$ cat config.mk
export PLATFORM = sky130hd
export DESIGN_NAME = wallace_mult_pipe
export DESIGN_NICKNAME = d
export VERILOG_FILES = /design/src/rtl/wallace_pkg.sv /design/src/rtl/wallace_mult_pipe_csa_row.sv /design/src/rtl/wallace_mult_pipe.sv
export SDC_FILE = /design/constraint.sdc
export NUM_CORES = 2
export LEC_CHECK = 0
export CORE_MARGIN = 10
export CORE_UTILIZATION = 45
export CTS_CLUSTER_DIAMETER = 200
export DETAILED_ROUTE_END_ITERATION = 6
export GPL_TIMING_DRIVEN = 0
export HOLD_SLACK_MARGIN = 0.06
export PLACE_DENSITY = 0.72
export SYNTH_ARGS = -nofsm -noshare
export SYNTH_HDL_FRONTEND = slang
export SYNTH_SLANG_ARGS = --single-unit
$ cat constraint.sdc
create_clock -name clk -period 38.4 [get_ports clk]
set_clock_uncertainty 0.15 [all_clocks]
set_input_delay 9.6 -clock clk [delete_from_list [all_inputs] [get_ports clk]]
set_output_delay 9.6 -clock clk [all_outputs]
set_load 0.03 [all_outputs]
$ cat src/rtl/wallace_pkg.sv
// Shared constants and elaboration-time helpers for the pipelined Wallace multiplier.
package wallace_pkg;

    localparam int MAX_STAGES = 6;
    localparam int MAX_WIDTH  = 64;

    // Rows left after applying a number of 3:2 layers; leftover rows pass through.
    function automatic int csa_rows_after(int n_rows, int layers);
        int r;
        r = n_rows;
        for (int i = 0; i < layers; i++) begin
            if (r > 2) r = 2 * (r / 3) + (r % 3);
        end
        return r;
    endfunction

    // Number of 3:2 layers needed to bring n_rows operands down to two vectors.
    function automatic int csa_layer_count(int n_rows);
        int r;
        int c;
        r = n_rows;
        c = 0;
        while (r > 2) begin
            r = 2 * (r / 3) + (r % 3);
            c++;
        end
        return c;
    endfunction

    // Pipeline registers placed after layer boundary pos (0 = raw partial products).
    // The remaining register always sits after the final adder.
    function automatic int regs_at_layer(int layers, int stages, int pos);
        int n;
        n = 0;
        for (int k = 1; k < stages; k++) begin
            if ((k * layers) / stages == pos) n++;
        end
        return n;
    endfunction

    // Baugh-Wooley correction: 2^width + 2^(2*width-1), modulo 2^(2*width).
    function automatic logic [2*MAX_WIDTH-1:0] bw_correction(int width);
        logic [2*MAX_WIDTH-1:0] c;
        c = '0;
        c[width] = 1'b1;
        c[2*width-1] = 1'b1;
        return c;
    endfunction

endpackage

$ cat src/rtl/wallace_mult_pipe_csa_row.sv
// Row of full adders: three vectors in, sum and left-shifted carry vectors out.
module csa_row #(
    parameter int WIDTH = 8
) (
    input  logic [WIDTH-1:0] x,
    input  logic [WIDTH-1:0] y,
    input  logic [WIDTH-1:0] z,
    output logic [WIDTH-1:0] sum,
    output logic [WIDTH-1:0] carry
);

    logic [WIDTH-1:0] maj;

    assign sum   = x ^ y ^ z;
    assign maj   = (x & y) | (x & z) | (y & z);
    // Carry weight is one bit higher; the MSB carry falls off (result is modulo 2^WIDTH).
    assign carry = maj << 1;

endmodule

$ cat src/rtl/wallace_mult_pipe.sv
// Pipelined signed/unsigned multiplier: Baugh-Wooley partial products, 3:2 CSA
// tree with registers spread over the layers, Kogge-Stone final adder, registered out.
// The whole pipe shares one advance enable, so backpressure freezes every stage.
module wallace_mult_pipe
    import wallace_pkg::*;
#(
    parameter int WIDTH  = 32,
    parameter int STAGES = 3
) (
    input  logic                 clk,
    input  logic                 rst_n,
    input  logic                 in_valid,
    output logic                 in_ready,
    input  logic [WIDTH-1:0]     a,
    input  logic [WIDTH-1:0]     b,
    input  logic                 is_signed,
    output logic                 out_valid,
    input  logic                 out_ready,
    output logic [2*WIDTH-1:0]   out
);

    localparam int PW      = 2 * WIDTH;
    localparam int N0      = WIDTH + 1;          // partial products plus correction row
    localparam int LAYERS  = csa_layer_count(N0);
    localparam int FLAT    = N0 * PW;
    localparam int KS_LVLS = $clog2(PW);

    localparam logic [2*MAX_WIDTH-1:0] BW_FULL = bw_correction(WIDTH);
    localparam logic [PW-1:0]          BW_CORR = BW_FULL[PW-1:0];

    logic adv;
    logic [FLAT-1:0] pp_flat;
    logic [FLAT-1:0] pre_rows  [0:LAYERS];
    logic [FLAT-1:0] post_rows [0:LAYERS];
    logic            pre_valid [0:LAYERS];
    logic            post_valid[0:LAYERS];

    assign adv      = ~(out_valid & ~out_ready);
    assign in_ready = adv;

    // Partial products; in signed mode the terms pairing exactly one sign bit are inverted.
    always_comb begin
        pp_flat = '0;
        for (int i = 0; i < WIDTH; i++) begin
            for (int j = 0; j < WIDTH; j++) begin
                pp_flat[i*PW + i + j] = (a[j] & b[i])
                                      ^ (is_signed & ((i == WIDTH-1) ^ (j == WIDTH-1)));
            end
        end
        pp_flat[WIDTH*PW +: PW] = is_signed ? BW_CORR : '0;
    end

    assign pre_rows[0]  = pp_flat;
    assign pre_valid[0] = in_valid & in_ready;

    // Register boundaries: zero or more pipeline registers after each layer.
    for (genvar p = 0; p <= LAYERS; p++) begin : g_pos
        localparam int NR   = csa_rows_after(N0, p);
        localparam int NREG = regs_at_layer(LAYERS, STAGES, p);

        if (NREG == 0) begin : g_wire
            assign post_rows[p][NR*PW-1:0] = pre_rows[p][NR*PW-1:0];
            assign post_valid[p]           = pre_valid[p];
        end else begin : g_regs
            logic [NR*PW-1:0] q [0:NREG-1];
            logic [NREG-1:0]  qv;

            // Stage valid bits: cleared by reset, shifted when the pipe advances.
            always_ff @(posedge clk or negedge rst_n) begin
                if (!rst_n) begin
                    qv <= '0;
                end else if (adv) begin
                    qv[0] <= pre_valid[p];
                    for (int r = 1; r < NREG; r++) qv[r] <= qv[r-1];
                end
            end

            // Stage data: unreset, loaded only when a real transaction moves in.
            always_ff @(posedge clk) begin
                if (adv) begin
                    if (pre_valid[p]) q[0] <= pre_rows[p][NR*PW-1:0];
                    for (int r = 1; r < NREG; r++) begin
                        if (qv[r-1]) q[r] <= q[r-1];
                    end
                end
            end

            assign post_rows[p][NR*PW-1:0] = q[NREG-1];
            assign post_valid[p]           = qv[NREG-1];
        end

        if (NR < N0) begin : g_pad
            assign post_rows[p][FLAT-1:NR*PW] = '0;
        end
    end

    // CSA layers: each group of three rows becomes sum+carry; leftovers pass through.
    for (genvar l = 1; l <= LAYERS; l++) begin : g_layer
        localparam int NI = csa_rows_after(N0, l-1);
        localparam int G  = NI / 3;
        localparam int NO = csa_rows_after(N0, l);

        for (genvar g = 0; g < G; g++) begin : g_csa
            csa_row #(.WIDTH(PW)) u_csa (
                .x     (post_rows[l-1][(3*g)*PW   +: PW]),
                .y     (post_rows[l-1][(3*g+1)*PW +: PW]),
                .z     (post_rows[l-1][(3*g+2)*PW +: PW]),
                .sum   (pre_rows[l][(2*g)*PW   +: PW]),
                .carry (pre_rows[l][(2*g+1)*PW +: PW])
            );
        end

        for (genvar k = 0; k < NI - 3*G; k++) begin : g_pass
            assign pre_rows[l][(2*G+k)*PW +: PW] = post_rows[l-1][(3*G+k)*PW +: PW];
        end

        if (NO < N0) begin : g_zero
            assign pre_rows[l][FLAT-1:NO*PW] = '0;
        end

        assign pre_valid[l] = post_valid[l-1];
    end

    // Kogge-Stone prefix adder over the final two vectors.
    logic [PW-1:0] fin_x;
    logic [PW-1:0] fin_y;
    logic [PW-1:0] fin_sum;
    logic [PW-1:0] gk [0:KS_LVLS];
    logic [PW-1:0] pk [0:KS_LVLS];

    assign fin_x = post_rows[LAYERS][0  +: PW];
    assign fin_y = post_rows[LAYERS][PW +: PW];
    assign gk[0] = fin_x & fin_y;
    assign pk[0] = fin_x ^ fin_y;

    for (genvar lv = 0; lv < KS_LVLS; lv++) begin : g_ks
        localparam int D = 1 << lv;
        assign gk[lv+1] = gk[lv] | (pk[lv] & (gk[lv] << D));
        assign pk[lv+1] = pk[lv] & (pk[lv] << D);
    end

    assign fin_sum = pk[0] ^ (gk[KS_LVLS] << 1);

    // Output register: out cleared by reset, updated only by valid transactions.
    always_ff @(posedge clk or negedge rst_n) begin
        if (!rst_n) begin
            out_valid <= 1'b0;
            out       <= '0;
        end else if (adv) begin
            out_valid <= post_valid[LAYERS];
            if (post_valid[LAYERS]) out <= fin_sum;
        end
    end

endmodule

==> impl_metrics.json <==
{
  "ys_top_cells_by_area": "edfxtp_1 (38%), fa_1 (32%), and2_1 (7.6%)",
  "drt_pass1_iterations": 6,
  "dp_hpwl_mm": 139,
  "status": "finished with violations",
  "whs_path_depth": 0,
  "synth_area_per_cell_um2": 13.0,
  "power_uw": 6200,
  "area.growth.synth_to_final_pct": 11.6,
  "synth_fp_nets": 5624,
  "place.gp.congestion": 0.984,
  "worstHoldStart": "g_pos[2].g_regs.q[0][825]",
  "wl_mm": 178,
  "drt_iter0_drc": 4432,
  "port_buffers": 134,
  "end_kind": "output pin",
  "rsz0062_at_grt": "no",
  "cts_max_level": 3,
  "postRouteAntennaNets": 0,
  "cts_sinks": 798,
  "power_leakage_uw": 0.0271,
  "r2r_start": "g_pos[5].g_regs.q[0][105]",
  "synthFlopType": "edfxtp_1",
  "cap_violations": 1,
  "wl_per_cell_um": 27.9,
  "syn_inst": 4403,
  "drive_gt1_share_pct": 3.99,
  "worstPathMaxFanout": 8,
  "final_common_cell": "fa_1",
  "whs_ns": 0.263,
  "final_cell_mix": "fa_1 (906), edfxtp_1 (731), and2_1 (694), inv_1 (598), nand2_1 (458)",
  "rrSetupSlack_ns": 33.03,
  "final_util_pct": 50.8,
  "synth_seq_cells": 798,
  "core_um2": 126000,
  "drc": 0,
  "synth_top_cell_area_share_pct": 38.3,
  "setup_viol": 0,
  "post-route-min-period_ns": 20.98,
  "synthDistinctLibCells": 71,
  "layout_setup_ws_ns": 17.42,
  "grt_overflow_total": 0,
  "grt_max_degree": 71,
  "synth-seq-area-share_pct": 41.2,
  "synth-async-reset-ratio_pct": 8.40,
  "yosys_warnings": 0,
  "worstRegToRegCells": 12,
  "viasPerCell": 5.53,
  "critPathRequiredTime_ns": 28.65,
  "hold_violations": 0,
  "cts_buffers": 88,
  "cts_tree": "done",
  "crit_type": "input pin to output pin",
  "timing.fmax_mhz": 47.7,
  "rows": 130,
  "via_count": 35200,
  "violations": "max-capacitance violations, max-slew violations",
  "final_nets": 5861,
  "synth_area_leader_cell": "edfxtp_1",
  "max_slew_margin_pct": -0.264,
  "hold_path.class": "register to register",
  "grt_usage_pct": 25.2,
  "postCtsSetupBuffers": 0,
  "hold_buffers": 0,
  "path_clk_slew_ns": 0.06,
  "cts_max_path_buffers": 3,
  "pre_cts_ws_ns": 17.41,
  "ir_drop_v": 0.000101,
  "cts_root_buf": "clkbuf_16",
  "initial_core_util_pct": 45.5,
  "die_w_um": 377,
  "antenna_found_initial": 9,
  "synth_edf_count": 731,
  "die_area_um2": 142000,
  "cp-start-kind": "input pin",
  "fin_crit_sh_pct": 54.6,
  "die_h_um": 377,
  "ctsResizeCount": 0,
  "hold_end": "g_pos[5].g_regs.q[0][190]",
  "r2r-end": "out[59]",
  "grt_pass1_vias": 37100,
  "worstMarginPinSlew_ns": 1.50,
  "clkLatencyLatePin_ns": 0.69,
  "io_pins": 135,
  "arrival_ns": 11.23,
  "p_per_area_nw_per_um2": 96.8,
  "grt_pass1_wl_mm": 258,
  "fin_tns_setup_ns": 0,
  "nFillCells": 10600,
  "syn-cell-area_um2": 57400,
  "finalMaxSlewViolations": 10
}
==> cell type report <==
class                   instances  area [um2]  area share, %
clock inverters                53         579          0.905
flip-flops and latches        798       23600           36.9
clock buffers                 110        2350           3.67
repair buffers                147        1680           2.62
well taps                    1650        2060           3.22
diodes                          3        7.51         0.0117
inverters                     598        2240           3.51
multi-input cells            2772       30500           47.7
plain buffers                 235         958           1.50
==> sequential cells by signal, summed over array words and instances (netlist names) <==
name,flops
out_valid,1
out,64
g_pos.g_regs.q,731
g_pos.g_regs.qv,2
==> metrics by stage <==
step           instances  area [um2]
3_3_place_gp        6187       60800
6_report            6366       64000
2_1_floorplan       4403       57400
3_5_place_dp        6199       61100
4_1_cts             6362       64000
5_1_grt             6363       64000
==> cell usage after synthesis (all sizes together) (39+ instances only) <==
cell type,instances
fa,906
edfxtp,731
and2,696
inv,598
nand2,458
ha,246
clkbuf,212
xnor2,79
a21oi,73
o21ai,68
dfrtp,67
a21o,39
==> worst max path at each step <==
stage | startpoint | slack [ns] | to
finish | out_ready | 17.42 | in_ready
global route | out_ready | 17.35 | in_ready
detailed placement | out_ready | 17.41 | in_ready
CTS | out_ready | 17.39 | in_ready
global placement | out_ready | 9.99 | g_pos[2].g_regs.q[0][400]
floorplan | out_ready | 15.54 | g_pos[2].g_regs.q[0][0]
==> critical path: stages <==
cell and delay (ns):
clkdlybuf4s50_1 0.45, nand2b_1 0.09, clkbuf_1 0.33, clkdlybuf4s50_1 0.75
==> report_power, final <==
group | total (uW) | internal (uW) | switching, uW
clock | 884 | 514 | 370
sequential | 1390 | 1280 | 103
combinational | 3930 | 1500 | 2420
total | 6200 | 3300 | 2900
==> per-layer routing <==
metal / GRT usage (%) / share of wire, %
met5: 0 / 0.016
met4: 11.2 / 5.0
met3: 9.20 / 14
met2: 37.4 / 43
met1: 33.0 / 38
==> kinds of logic after synthesis <==
group / Yosys count / synth area share (%)
mux: 3 / 0.0589
flops: 798 / 41.2
simple gates: 1258 / 11.6
xor+xnor: 104 / 1.59
buf+inv: 833 / 5.58
fa+ha+maj: 1152 / 37.0
compound gates: 255 / 2.97
(Power assumes the default switching activity.)
